## config.mk

```make
export PLATFORM = sky130hd
export DESIGN_NAME = lane_dispatcher
export DESIGN_NICKNAME = d
export VERILOG_FILES = /design/src/rtl/lane_dispatch_pkg.sv /design/src/rtl/lane_dispatcher_rr_pick.sv /design/src/rtl/lane_dispatcher.sv
export SDC_FILE = /design/constraint.sdc
export NUM_CORES = 1
export LEC_CHECK = 0
export BUFFER_PORTS_ARGS = -buffer_cell sky130_fd_sc_hd__buf_4
export CORE_ASPECT_RATIO = 0.5
export CORE_MARGIN = 2
export CORE_UTILIZATION = 55
export DETAILED_ROUTE_END_ITERATION = 10
export PLACE_DENSITY = 0.85
export SETUP_SLACK_MARGIN = 0.2
export SYNTH_ARGS = -nofsm -noshare
export SYNTH_HDL_FRONTEND = slang
export SYNTH_SLANG_ARGS = --single-unit
```

## constraint.sdc

```tcl
create_clock -name clk -period 7.3 [get_ports clk]
set_input_delay 1.46 -clock clk [delete_from_list [all_inputs] [get_ports clk]]
set_output_delay 1.46 -clock clk [all_outputs]
set_load 0.03 [all_outputs]
```

## src/rtl/lane_dispatch_pkg.sv

```systemverilog
// Shared types and defaults for the lane dispatcher and its picker.
package lane_dispatch_pkg;
  localparam int LANES_DEFAULT   = 4;
  localparam int WIDTH_DEFAULT   = 8;
  localparam int CREDITS_DEFAULT = 4;

  typedef logic [$clog2(LANES_DEFAULT)-1:0]     lane_idx_t;
  typedef logic [$clog2(CREDITS_DEFAULT+1)-1:0] credit_t;
endpackage

```

## src/rtl/lane_dispatcher_rr_pick.sv

```systemverilog
// Combinational rotating-priority picker: first set request at or after start, wrapping.
module rr_pick #(
  parameter int N = 4
) (
  input  logic [N-1:0]         req,
  input  logic [$clog2(N)-1:0] start,
  output logic [$clog2(N)-1:0] idx,
  output logic                 found
);
  localparam int LW = $clog2(N);

  always_comb begin
    int j;
    idx   = '0;
    found = 1'b0;
    for (int k = 0; k < N; k++) begin
      j = int'(start) + k;
      if (j >= N) j = j - N;
      if (!found && req[j]) begin
        found = 1'b1;
        idx   = LW'(j);
      end
    end
  end
endmodule

```

## src/rtl/lane_dispatcher.sv

```systemverilog
// Credit-based lane dispatcher. Define LANE_DISPATCH_RR_EN for round-robin
// lane selection; otherwise the lowest-index lane with credit wins.
module lane_dispatcher
  import lane_dispatch_pkg::*;
#(
  parameter int N       = LANES_DEFAULT,
  parameter int M       = WIDTH_DEFAULT,
  parameter int CREDITS = CREDITS_DEFAULT
) (
  input  logic                 clk,
  input  logic                 rst,
  input  logic [M-1:0]         in_data,
  input  logic                 in_valid,
  output logic                 in_ready,
  output logic [M-1:0]         out_data,
  output logic [$clog2(N)-1:0] out_sel,
  output logic                 out_valid,
  input  logic [N-1:0]         credit_ret,
  output logic                 credit_err
);
  localparam int LW = $clog2(N);
  localparam int CW = $clog2(CREDITS + 1);

  logic [CW-1:0] credit_reg [N];
  logic [N-1:0]  req;
  logic [N-1:0]  dec;
  logic [N-1:0]  over;
  logic [LW-1:0] start_ptr;
  logic [LW-1:0] pick_idx;
  logic          pick_found;
  logic          accept;

  logic [M-1:0]  out_data_reg;
  logic [LW-1:0] out_sel_reg;
  logic          out_valid_reg;
  logic          credit_err_reg;

  rr_pick #(.N(N)) u_pick (
    .req   (req),
    .start (start_ptr),
    .idx   (pick_idx),
    .found (pick_found)
  );

  assign in_ready = |req;
  assign accept   = in_valid && pick_found;

  genvar gi;
  generate
    for (gi = 0; gi < N; gi++) begin : g_lane
      assign req[gi]  = (credit_reg[gi] != '0);
      assign dec[gi]  = accept && (pick_idx == LW'(gi));
      // A return with a same-cycle dispatch nets out, so only a lone return can overflow.
      assign over[gi] = credit_ret[gi] && !dec[gi] && (credit_reg[gi] == CW'(CREDITS));

      always_ff @(posedge clk) begin
        if (rst) begin
          credit_reg[gi] <= CW'(CREDITS);
        end else if (credit_ret[gi] && !dec[gi] && !over[gi]) begin
          credit_reg[gi] <= credit_reg[gi] + 1'b1;
        end else if (dec[gi] && !credit_ret[gi]) begin
          credit_reg[gi] <= credit_reg[gi] - 1'b1;
        end
      end
    end
  endgenerate

`ifdef LANE_DISPATCH_RR_EN
  logic [LW-1:0] ptr_reg;
  assign start_ptr = ptr_reg;

  always_ff @(posedge clk) begin
    if (rst) begin
      ptr_reg <= '0;
    end else if (accept) begin
      ptr_reg <= (pick_idx == LW'(N - 1)) ? '0 : pick_idx + 1'b1;
    end
  end
`else
  assign start_ptr = '0;
`endif

  always_ff @(posedge clk) begin
    if (rst) begin
      out_data_reg   <= '0;
      out_sel_reg    <= '0;
      out_valid_reg  <= 1'b0;
      credit_err_reg <= 1'b0;
    end else begin
      out_valid_reg <= accept;
      if (accept) begin
        out_data_reg <= in_data;
        out_sel_reg  <= pick_idx;
      end
      if (|over) credit_err_reg <= 1'b1;
    end
  end

  assign out_data   = out_data_reg;
  assign out_sel    = out_sel_reg;
  assign out_valid  = out_valid_reg;
  assign credit_err = credit_err_reg;
endmodule

```

==> results summary, run 1 <==
The synthesized design contains 12 enable-type register cells. The iteration count of the initial detailed-routing pass came out at 4. Along the worst hold path, the cell count comes to 2. The largest fanout on the critical path came out at 10. The gate count after technology mapping is between 150 and 200. The die height is roughly 41 um. The count of hold buffers inserted by post-cts repair came out at 0. The flip-flop count of the largest register after layout came out at 12. The number of buffers created by CTS came out at 3. The maximum vdd drop came out at 0.0001590 V.

The post-synthesis sequential area ratio came out at 39.09%. Entering global routing, the biggest net connects 22 pins. Summed over all failing endpoints, the final setup total negative slack is 0 ns. The cell with the largest stage delay on the worst path is fa_1.

The wire length after detailed routing came out at between 3 and 4 mm. The flow ran to the end, and the final reports show no timing, DRC or antenna violations. The post-synthesis cell type with the largest combined area is edfxtp_1. The average footprint of a synthesized cell came out at 9.543 um^2.

The transition at the pin with the smallest max-transition slack came out at between 1 and 1.5 ns. The element type at the critical path end is a flip-flop. Dividing the detail-routed via count by the number of cells gives about 5.9.

The area growth from synthesis to layout is 18.40%. The max-slew violation count is 0. The count of antenna diodes in the layout is 0. Dividing the final minimum period by the clock period gives ~48%. The classification of the worst-slack hold path is reg -> reg. Cells with a size suffix above 1 make up between 20% and 30% of the layout. The most common cell after layout, fill and taps aside is buf_4.

Counting every sink on the clock net gives 24. The kind of cell with the highest combined delay along the critical path is simple AND/OR/NAND/NOR gates. The worst path required time is between 7 and 8 ns. The arrival time at the worst endpoint came out at approximately 3.5 ns. The number of violations of the max-capacitance limit is 0. The amount of wire on met2 after detailed routing came out at 1.439 mm. The post-route met1 wirelength came out at ~1.5 mm.

The count of buffers from port buffering came out at 27. The final period demand of the worst path came out at approximately 3.5 ns. The synthesized flop and latch total came out at 24. After routing the design area is 1819 um^2.

The number of global-route vias before repair is approximately 1100. The worst setup path is launched from an input port. TritonCTS built the clock tree. The routed design uses approximately 270 um of met3 wire. The hold slack came out at about 0.5 ns. In the post-synthesis netlist, the biggest area contributors are edfxtp_1, dfxtp_1, ha_1, mux2i_1, nor2_1.

The clock skew after layout came out at between 0.005 and 0.006 ns. The count of unique library cells instantiated by Yosys came out at approximately 50. The number of hold-slack violations in the final timing report is 0. By instance count, the cell type seen most on the critical path is nand2_1. The critical path crosses 9 cells after its start point.

The congestion estimate from routability-driven global placement came to 0.9553. For this run, the leading register cell type out of synthesis is edfxtp_1. The maximum clock insertion buffer count came out at 2.

The number of cell instances on the worst register-to-register path is 10. The relative slew slack came out at a little over a quarter. 28 I/O pins were placed.

Yosys printed 0 warnings. Once placement finished, the instance area stood at between 1500 and 2000 um^2. The maximum operating frequency is approximately 290 MHz. The total overflow left after global routing is 0.

The root buffer cell chosen for the clock tree is clkbuf_8. The initial core utilization is approximately three fifths. Setup repair after global routing left no endpoint under its margin. The detail route stage leaves a number of antenna-violating nets equal to 0. The maximum cell stage delay along the critical path came out at approximately 0.44 ns. The power consumption is roughly 0.35 mW. The post-cts repair resize count is 0. After clock tree synthesis, the clock-pin slew on the worst setup and hold paths is ~0.09 ns.

The portion of synthesized cell area occupied by the leading cell type is a little under a quarter. The net count after synthesis came out at roughly 190. Power spread over the standard cell area amounts to approximately 200 nW/um^2. The total of endpoints with negative setup slack in the final report came out at 0. Global routing used between 20% and 30% of the available tracks. The initial antenna violation count is 0. The source-to-sink clock delay at the later pin of the worst-skew pair came out at 0.27 ns. The die is 78.75 um wide. In the layout the commonest cells are buf_4, nor2_1, inv_1, dfxtp_1, edfxtp_1. The netlist area before placement is around 1500 um^2. The final net count came out at around 210. CTS built an H-tree with a depth of 1. The area of the placeable core is between 2000 and 3000 um^2. In this run the core area contains 13 standard-cell rows.

The worst setup path is of the in -> reg kind. The number of design-rule violations left by the first detailed-router iteration came out at 80. The setup fix buffers added after clock tree synthesis is 0.

The detailed placement HPWL came out at 2.421 mm. The wire length per cell after detailed routing is around 14 um. After detailed routing, no signal wire sits above met4.

Across all layers, the routed design uses about 1300 vias. For this design the static power due to leakage is 0.7492 nW. The number of remaining DRC errors is 0. The total die area came out at about 3300 um^2.

The async set or reset register ratio after synthesis is 0%. The global-route wire length before repair is a little over 5 mm. The critical path goes through buf_4 -> and3b_1 -> nand2_1 -> nor3_1 -> nand2_1 -> fa_1 -> or3_1 -> a2111oi_0 -> a31oi_1.

Counting both buffers and inverters, the worst setup path holds a total of 1.
## layout make-up
| cell class | instances | area, um^2 |
|---|---|---|
| Multi-Input combinational cell | 119 | 858.3 |
| Fill cell | 197 | 799.5 |
| Sequential cell | 24 | 600.6 |
| Timing Repair Buffer | 27 | 202.7 |
| Clock buffer | 4 | 66.31 |
| Tap cell | 37 | 46.29 |
| Inverter | 12 | 45.04 |
## metal layers
| layer | up-vias | GRT usage [%] |
|---|---|---|
| met3 | 6 | 6.466 |
| li1 | 647 | - |
| met1 | 610 | 27.47 |
| met2 | 55 | 34.40 |
| met5 | - | 0 |
| met4 | 0 | 7.895 |
## metrics by stage
| stage | utilization [%] | worst slack (ns) | instances |
|---|---|---|---|
| floorplan | - | 3.651 | 161 |
| global placement | 66.94 | 3.594 | 219 |
| detailed placement | 66.94 | 3.534 | 219 |
| CTS | 69.47 | 3.827 | 223 |
| global route | 69.47 | 3.641 | 223 |
| finish | 69.47 | 3.808 | 223 |
## cells in the mapped netlist, drive strengths merged (2+ instances only)
library cell   n
nor2b          2
nor3           7
a21oi          5
o31ai          2
mux2i          9
nand4          2
clkbuf         3
inv           12
ha             9
o21ai          8
nand2b         3
nor3b          2
nand3b         3
a211oi         3
or4            2
or3            4
dfxtp         12
a2111oi        3
a31oi          3
a21o           2
edfxtp        12
nand2          7
nor2          17
nand3          6
buf            3
## tightest hold or removal path, cell delays in order (launching register included)
cell and delay [ns]:
dfxtp_1 0.34, mux2i_1 0.07, nor2_1 0.07
## power by group
group / total, mW / internal (mW) / leakage (nW) / switching (mW)
registers: 0.165 / 0.155 / 0.218 / 0.0102
clock network: 0.106 / 0.0597 / 0.0339 / 0.0462
logic: 0.0829 / 0.0349 / 0.497 / 0.0481
total: 0.354 / 0.249 / 0.749 / 0.104
## path summary, 6_finish.rpt
path / from / end / slack [ns]
max: in_valid / credit_reg[2][2] / 3.81
min: out_data[5] / out_data[5] / 0.51
max reg2reg: credit_reg[1][0] / credit_reg[2][2] / 4.24
min reg2reg: out_data[5] / out_data[5] / 0.51
## cell families (layout without fill, tap and decap cells)
| kind of cell | Yosys count | in the layout | share of synthesized area [%] |
|---|---|---|---|
| simple gates | 63 | 63 | 24.35 |
| compound gates | 35 | 35 | 15.72 |
| flops | 24 | 24 | 39.09 |
| buf+inv | 18 | 43 | 5.049 |
| fa+ha+maj | 10 | 10 | 8.632 |
| mux | 10 | 10 | 6.596 |
| xor+xnor | 1 | 1 | 0.5701 |
(Power assumes the default switching activity.)
==> run 2, diff against run 1 <==
Settings changed: CORE_UTILIZATION 55 to 50, PLACE_DENSITY 0.85 to 0.82.
Clock period 7.3 ns to 3.2 ns, I/O delays scaled along.
==> results summary, run 2 (same netlist as run 1, synthesis figures left out) <==
The die height is 43.20 um (+4.4%). The final net count came out at 213 (+0.47%). The number of remaining DRC errors was 0 (unchanged).

Grouping stages by cell kind, the critical path spends the most delay in simple AND/OR/NAND/NOR gates. The maximum number of pins on one net before global-route repair is 22 (unchanged). The initial core utilization was 51.90% (-6.8 points).

The total area of multi-input combinational cells came out at 888.4 um^2 (+3.5%). The iteration count of the initial detailed-routing pass came to 4 (unchanged). Setup repair after global routing left no endpoint under its margin. The number of violations of the max-capacitance limit came to 0 (unchanged). The detail-routed via count per cell is 5.696 (-3.6%). The clock skew after layout came to 0.002779 ns (-0.002869 ns). The die width is 82.40 um (+4.6%).

The critical path is of the reg -> reg type. The final period demand of the worst path came out at 2.893 ns. The TritonCTS sink count is 24 (unchanged).

The register-to-register setup slack came to 0.31 ns (-3.93 ns). The global-route total usage across every layer is 19.59% (-1.5 points). The via count came out at 1293 (-1.9%). The total die area is 3559 um^2 (+9.3%).

The startpoint of the worst-slack reg-to-reg timing path is credit_reg[1][0]. The portion of the clock cycle consumed by the worst path in the final layout came out at 90.39%. The count of fill cells added during filler insertion is 245 (+24%).

The wire length after detailed routing was 3.248 mm (+0.74%). The relative slew slack is 48.80% (+22 points). The clock tree from TritonCTS is built.

The count of buffers from port buffering is 27 (unchanged). The share of post-route cells with drive strength above 1 came out at 24.60% (+3.6 points). The setup fix buffers added after clock tree synthesis was 0 (unchanged). Leaving out fill and tap cells, the most frequent cells in the layout are buf_4, nor2_1, inv_1, dfxtp_1, edfxtp_1. The flow ran to the end, and the final reports show no timing, DRC or antenna violations. The number of design-rule violations left by the first detailed-router iteration is 77 (-3.8%). The most frequent cell on the critical path is nand2_1.

Leaving out fill and tap cells, the most frequent cell in the layout is buf_4. The number of placed I/O pins came out at 28 (unchanged). The largest fanout on the critical path was 7 (-3). The source-to-sink clock delay at the later pin of the worst-skew pair came out at 0.27 ns (about the same).

The worst path required time is 3.20 ns (-4.12 ns). The power consumption is 0.8060 mW (+130%). The initial antenna violation count is 0 (unchanged). The number of cells on the worst hold path is 2 (unchanged). The worst setup path is launched from a flip-flop.

CTS placed an instance of clkbuf_8 at the clock tree root. The flip-flop count of the largest register after layout was 12 (unchanged). The number of nets with antenna violations after routing came out at 0 (unchanged). The arrival time at the worst endpoint came out at 2.90 ns (-0.62 ns). The count of hold buffers inserted by post-cts repair came out at 0 (unchanged). The global-route wire length before repair is 5.237 mm (+2.6%). The clock transition at the registers of the reported paths is 0.09 ns (about the same). The global placement routability congestion came out at 0.9092 (-4.8%).

The storage element area came out at 600.6 um^2 (unchanged). The total of endpoints with negative setup slack in the final report is 0 (unchanged). The setup TNS came out at 0 ns (unchanged).

The overflow left after global routing was 0 (unchanged). The maximum clock insertion buffer count is 2 (unchanged). The detailed placement HPWL is 2.390 mm (-1.3%). The power density over the cells came out at 433.2 nW/um^2 (+120%).

The critical path ends at credit_reg[2][2]. The number of hold-slack violations in the final timing report came to 0 (unchanged). The slowest stage of the critical path belongs to the cell edfxtp_1.

The maximum cell stage delay along the critical path came out at 0.42 ns (-0.02 ns). The worst reg2reg path endpoint is credit_reg[2][2]. The wire length per cell after detailed routing is 14.31 um (-1.0%).

The area of the placeable core is 2960 um^2 (+13%). The critical path depth is 10 (+1). The static leakage came out at 0.7559 nW (+0.90%). The level count of the clock H-tree is 1 (unchanged). The classification of the worst-slack hold path is reg -> reg. The maximum vdd drop was 0.0002783 V (+75%).

The count of standard-cell rows came out at 14 (+1). The element type at the critical path end is a flip-flop. The count of antenna diodes in the layout is 0 (unchanged).

The transition at the pin with the smallest max-transition slack is 0.7584 ns (-0.3357 ns). The total buffers and inverters traversed by the critical path is 1 (unchanged). The number of global-route vias before repair is 1193 (+4.6%). The signal on the critical path passes through inv_1 -> ha_2 -> and2b_2 -> nand2_1 -> nor3_2 -> nand2_1 -> fa_2 -> or3_1 -> a2111oi_2 -> a31oi_1. The number of cell instances on the worst register-to-register path came to 10 (unchanged). The number of buffers created by CTS came to 3 (unchanged). The launch point of the critical path is credit_reg[1][0]. The maximum operating frequency is between 300 and 400 MHz.

The max-slew violation count came to 0 (unchanged). The launch point of the worst hold path is out_data[2]. The post-cts repair resize count came out at 3 (+3). The area growth from synthesis to layout is 21.09%.
-- run 2: power by group --
part / leakage (nW) / switching, mW / internal [mW]
logic: 0.504 / 0.111 / 0.0847
registers: 0.218 / 0.0225 / 0.353
clock network: 0.0339 / 0.0987 / 0.136
total: 0.756 / 0.232 / 0.574
-- run 2: how the worst min path moves through the flow --
| stage | endpoint |
|---|---|
| floorplan | credit_reg[1][0] |
| global placement | out_data[5] |
| detailed placement | out_data[2] |
| CTS | out_data[2] |
| global route | out_data[6] |
| finish | out_data[2] |
-- run 2: metal layers --
layer / global-route usage (%) / vias to the layer above / part of all wire (%)
li1: - / 645 / -
met1: 25.20 / 591 / 45
met2: 33.39 / 53 / 48
met3: 4.894 / 4 / 6.1
met4: 4.000 / 0 / 0.83
met5: 0 / - / 0
-- run 2: area by class of cell --
cell class,count,share of cell area (%)
timing repair buffer,28,11.30
clock buffer,4,3.564
sequential,24,32.28
inverter,12,2.421
multi-input combinational,119,47.75
tap,40,2.690
-- run 2: worst reg2reg max path: stages, from the launching register on --
cell and delay (ns):
edfxtp_1 0.42, inv_1 0.11, ha_2 0.24, and2b_2 0.22
nand2_1 0.16, nor3_2 0.20, nand2_1 0.10, fa_2 0.38
or3_1 0.39, a2111oi_2 0.32, a31oi_1 0.08
-- run 2: metrics by stage --
stage / hold WS [ns] / cells / utilization (%) / worst slack (ns) / cell area, um^2
after CTS: 0.5191 / 227 / 62.17 / 0.2493 / 1841
after detailed placement: 0.4978 / 223 / 59.59 / 0.1402 / 1764
after global placement: 0.4761 / 223 / 59.59 / 0.3157 / 1764
after floorplan: 0.5564 / 161 / - / 0.3711 / 1536
after global routing: 0.5618 / 227 / 62.85 / 0.2041 / 1861
final: 0.5102 / 227 / 62.85 / 0.3074 / 1861
==> run 3, diff against run 2 <==
Settings changed: CORE_UTILIZATION 50 to 55, PLACE_DENSITY 0.82 to 0.85.
Clock period 3.2 ns to 3 ns, I/O delays scaled along.
==> results summary, run 3 (same netlist as run 1, synthesis figures left out) <==
The run finished with clean final reports. The cell internal power dissipation is 0.6185 mW (+7.8%). The overflow left after global routing was 0 (unchanged). The maximum vdd drop came to 0.0003123 V (+12%).

The level count of the clock H-tree is 1 (unchanged). The number of buffers created by CTS was 3 (unchanged). The register share of total power is 45.5% (-1.1 points). The clock group share of total power was 29.2% (about the same). The initial antenna violation count came out at 0 (unchanged). Clock tree synthesis selected as its root buffer the cell clkbuf_8. The switching fraction of total power was 29.72% (+0.90 points). The worst path required time came out at 3.03 ns (-0.17 ns). The number of cells on the worst hold path came out at 2 (unchanged). The count of fill cells added during filler insertion came out at 178 (-27%). The path class of the tightest hold or removal check is reg -> reg.

The number of remaining DRC errors came to 0 (unchanged). The summed area of non-filler cells in the final layout is 1894 um^2 (+1.8%). The maximum number of pins on one net before global-route repair is 22 (unchanged).

The via count is 1359 (+5.1%). The maximum cell stage delay along the critical path is 0.42 ns (about the same). The area of the placeable core came to 2619 um^2 (-12%).

The count of standard-cell rows is 13 (-1). The final period demand of the worst path was 2.688 ns (-0.2044 ns). The global placement routability congestion came to 0.9152 (+0.66%).

The number of design-rule violations left by the first detailed-router iteration came to 92 (+19%). The number of hold-slack violations in the final timing report was 0 (unchanged). The maximum operating frequency is 372.0 MHz (+7.6%). The initial core utilization came out at 58.67% (+6.8 points). The area growth from synthesis to layout is 23.29%.

The total placed instance area came out at 1798 um^2 (+1.9%). The detailed placement HPWL is 2.548 mm (+6.6%). The global-route wire length before repair is 5.485 mm (+4.7%).

The worst setup path is launched from a flip-flop. The number of global-route vias before repair came to 1233 (+3.4%). The flip-flop count of the largest register after layout is 12 (unchanged). The clock tree from TritonCTS is built. The iteration count of the initial detailed-routing pass is 4 (unchanged).

The max-slew violation count is 0 (unchanged). On the critical path, the stage with the largest delay is an instance of edfxtp_1. The global-route total usage across every layer is 22.89% (+3.3 points).

The power density over the cells is 464.6 nW/um^2 (+7.3%). The source-to-sink clock delay at the later pin of the worst-skew pair is 0.28 ns (about the same). The die width came out at 78.75 um (-4.4%). Setup repair after global routing left no endpoint under its margin. The TritonCTS sink count is 24 (unchanged). The largest fanout on the critical path came out at 5 (-2). The reported net switching power is 0.2616 mW (+13%).

The setup TNS is 0 ns (unchanged). The clock transition at the registers of the reported paths is 0.09 ns (about the same). The number of violations of the max-capacitance limit came to 0 (unchanged). The critical path start-end classification is reg -> reg.

Leaving out fill and tap cells, the most frequent cell in the layout is buf_4. The worst setup path is captured at a flip-flop. The storage element area is 600.6 um^2 (unchanged).

The total die area is 3258 um^2 (-8.5%). The number of cell instances on the worst register-to-register path is 10 (unchanged). The detail-routed via count per cell was 5.909 (+3.7%). The power consumption came out at 0.8801 mW (+9.2%). The relative contribution of combinational cells to total power came out at 25.3% (+1.0 points). The arrival time at the worst endpoint came out at 2.72 ns (-0.18 ns). The count of antenna diodes in the layout is 0 (unchanged). The clock skew after layout came out at 0.006774 ns (+0.003996 ns). The total area of multi-input combinational cells came out at 880.8 um^2 (-0.85%). The total of endpoints with negative setup slack in the final report is 0 (unchanged). The die height came out at 41.38 um (-4.2%). The wire length per cell after detailed routing is 15.17 um (+6.0%). The portion of the clock cycle consumed by the worst path in the final layout is 89.60% (-0.79 points). The transition at the pin with the smallest max-transition slack came to 0.8793 ns (+0.1209 ns). The share of post-route cells with drive strength above 1 is 25.91% (+1.3 points). The number of placed I/O pins is 28 (unchanged).

The relative slew slack is 40.64% (-8.2 points). The static leakage came out at 0.7841 nW (+3.7%). The count of buffers from port buffering came to 27 (unchanged).

The number of nets with antenna violations after routing came out at 0 (unchanged). The maximum clock insertion buffer count is 2 (unchanged). The core utilization of the finished layout came to 72.34% (+9.5 points). The final net count was 219 (+2.8%). The wire length after detailed routing came out at 3.490 mm (+7.5%). The top cell types in the final layout, fill and taps aside, are buf_4, nor2_1, inv_1, dfxtp_1, edfxtp_1. Walking the worst path, the cells encountered are inv_1 -> ha_1 -> and3b_1 -> nand2_2 -> nor3_4 -> nand2_1 -> fa_2 -> or3_1 -> a2111oi_2 -> a31oi_1.
-- run 3: worst paths after layout --
kind | start | to | slack (ns)
worst max-delay path | credit_reg[0][0] | credit_reg[2][2] | 0.31
worst min register to register | out_data[4] | out_data[4] | 0.52
worst min-delay path | out_data[4] | out_data[4] | 0.52
worst max register to register | credit_reg[0][0] | credit_reg[2][2] | 0.31
-- run 3: per-layer routing --
metal / GRT usage, % / wire (um)
met5: 0 / 0
met4: 7.018 / 60
met3: 6.466 / 300
met2: 43.80 / 1667
met1: 26.67 / 1461
-- run 3: worst max-delay path, delay by kind of cell (launching register included) --
family                   cells  cell delay [ns]
AND/OR/NAND/NOR              5             0.99
adder cells (fa/ha/maj)      2             0.55
flip-flops                   1             0.42
AO/OA/AOI/OAI                2             0.38
buffers and inverters        1             0.10
-- run 3: final cells by class --
class / instances / area share, %
clock buffers: 4 / 3.501
inverters: 12 / 2.378
multi-input cells: 119 / 46.50
flip-flops and latches: 24 / 31.70
well taps: 37 / 2.444
repair buffers: 34 / 13.47
-- run 3: repair_timing --
| action | in CTS | in global routing |
|---|---|---|
| hold buffers | 0 | 0 |
| resized for setup | 2 | 4 |
| setup endpoints to repair | 1 | 1 |
| setup buffers | 0 | 1 |
| endpoints found under the hold margin | 0 | 0 |
-- run 3: metrics by stage --
stage	instances	setup WS, ns	hold WS [ns]
floorplan	161	0.2111	0.5564
global placement	225	0.1710	0.4750
detailed placement	225	-0.008821	0.4903
CTS	229	0.2034	0.5148
global route	230	0.1644	0.5733
finish	230	0.3119	0.5173
-- run 3: power groups by stage --
stage	sequential, mW	combinational [mW]	clock (mW)
floorplan	0.422	0.126	0
global placement	0.405	0.205	0
detailed placement	0.407	0.213	0
CTS	0.400	0.215	0.260
global route	0.405	0.242	0.272
finish	0.400	0.223	0.257
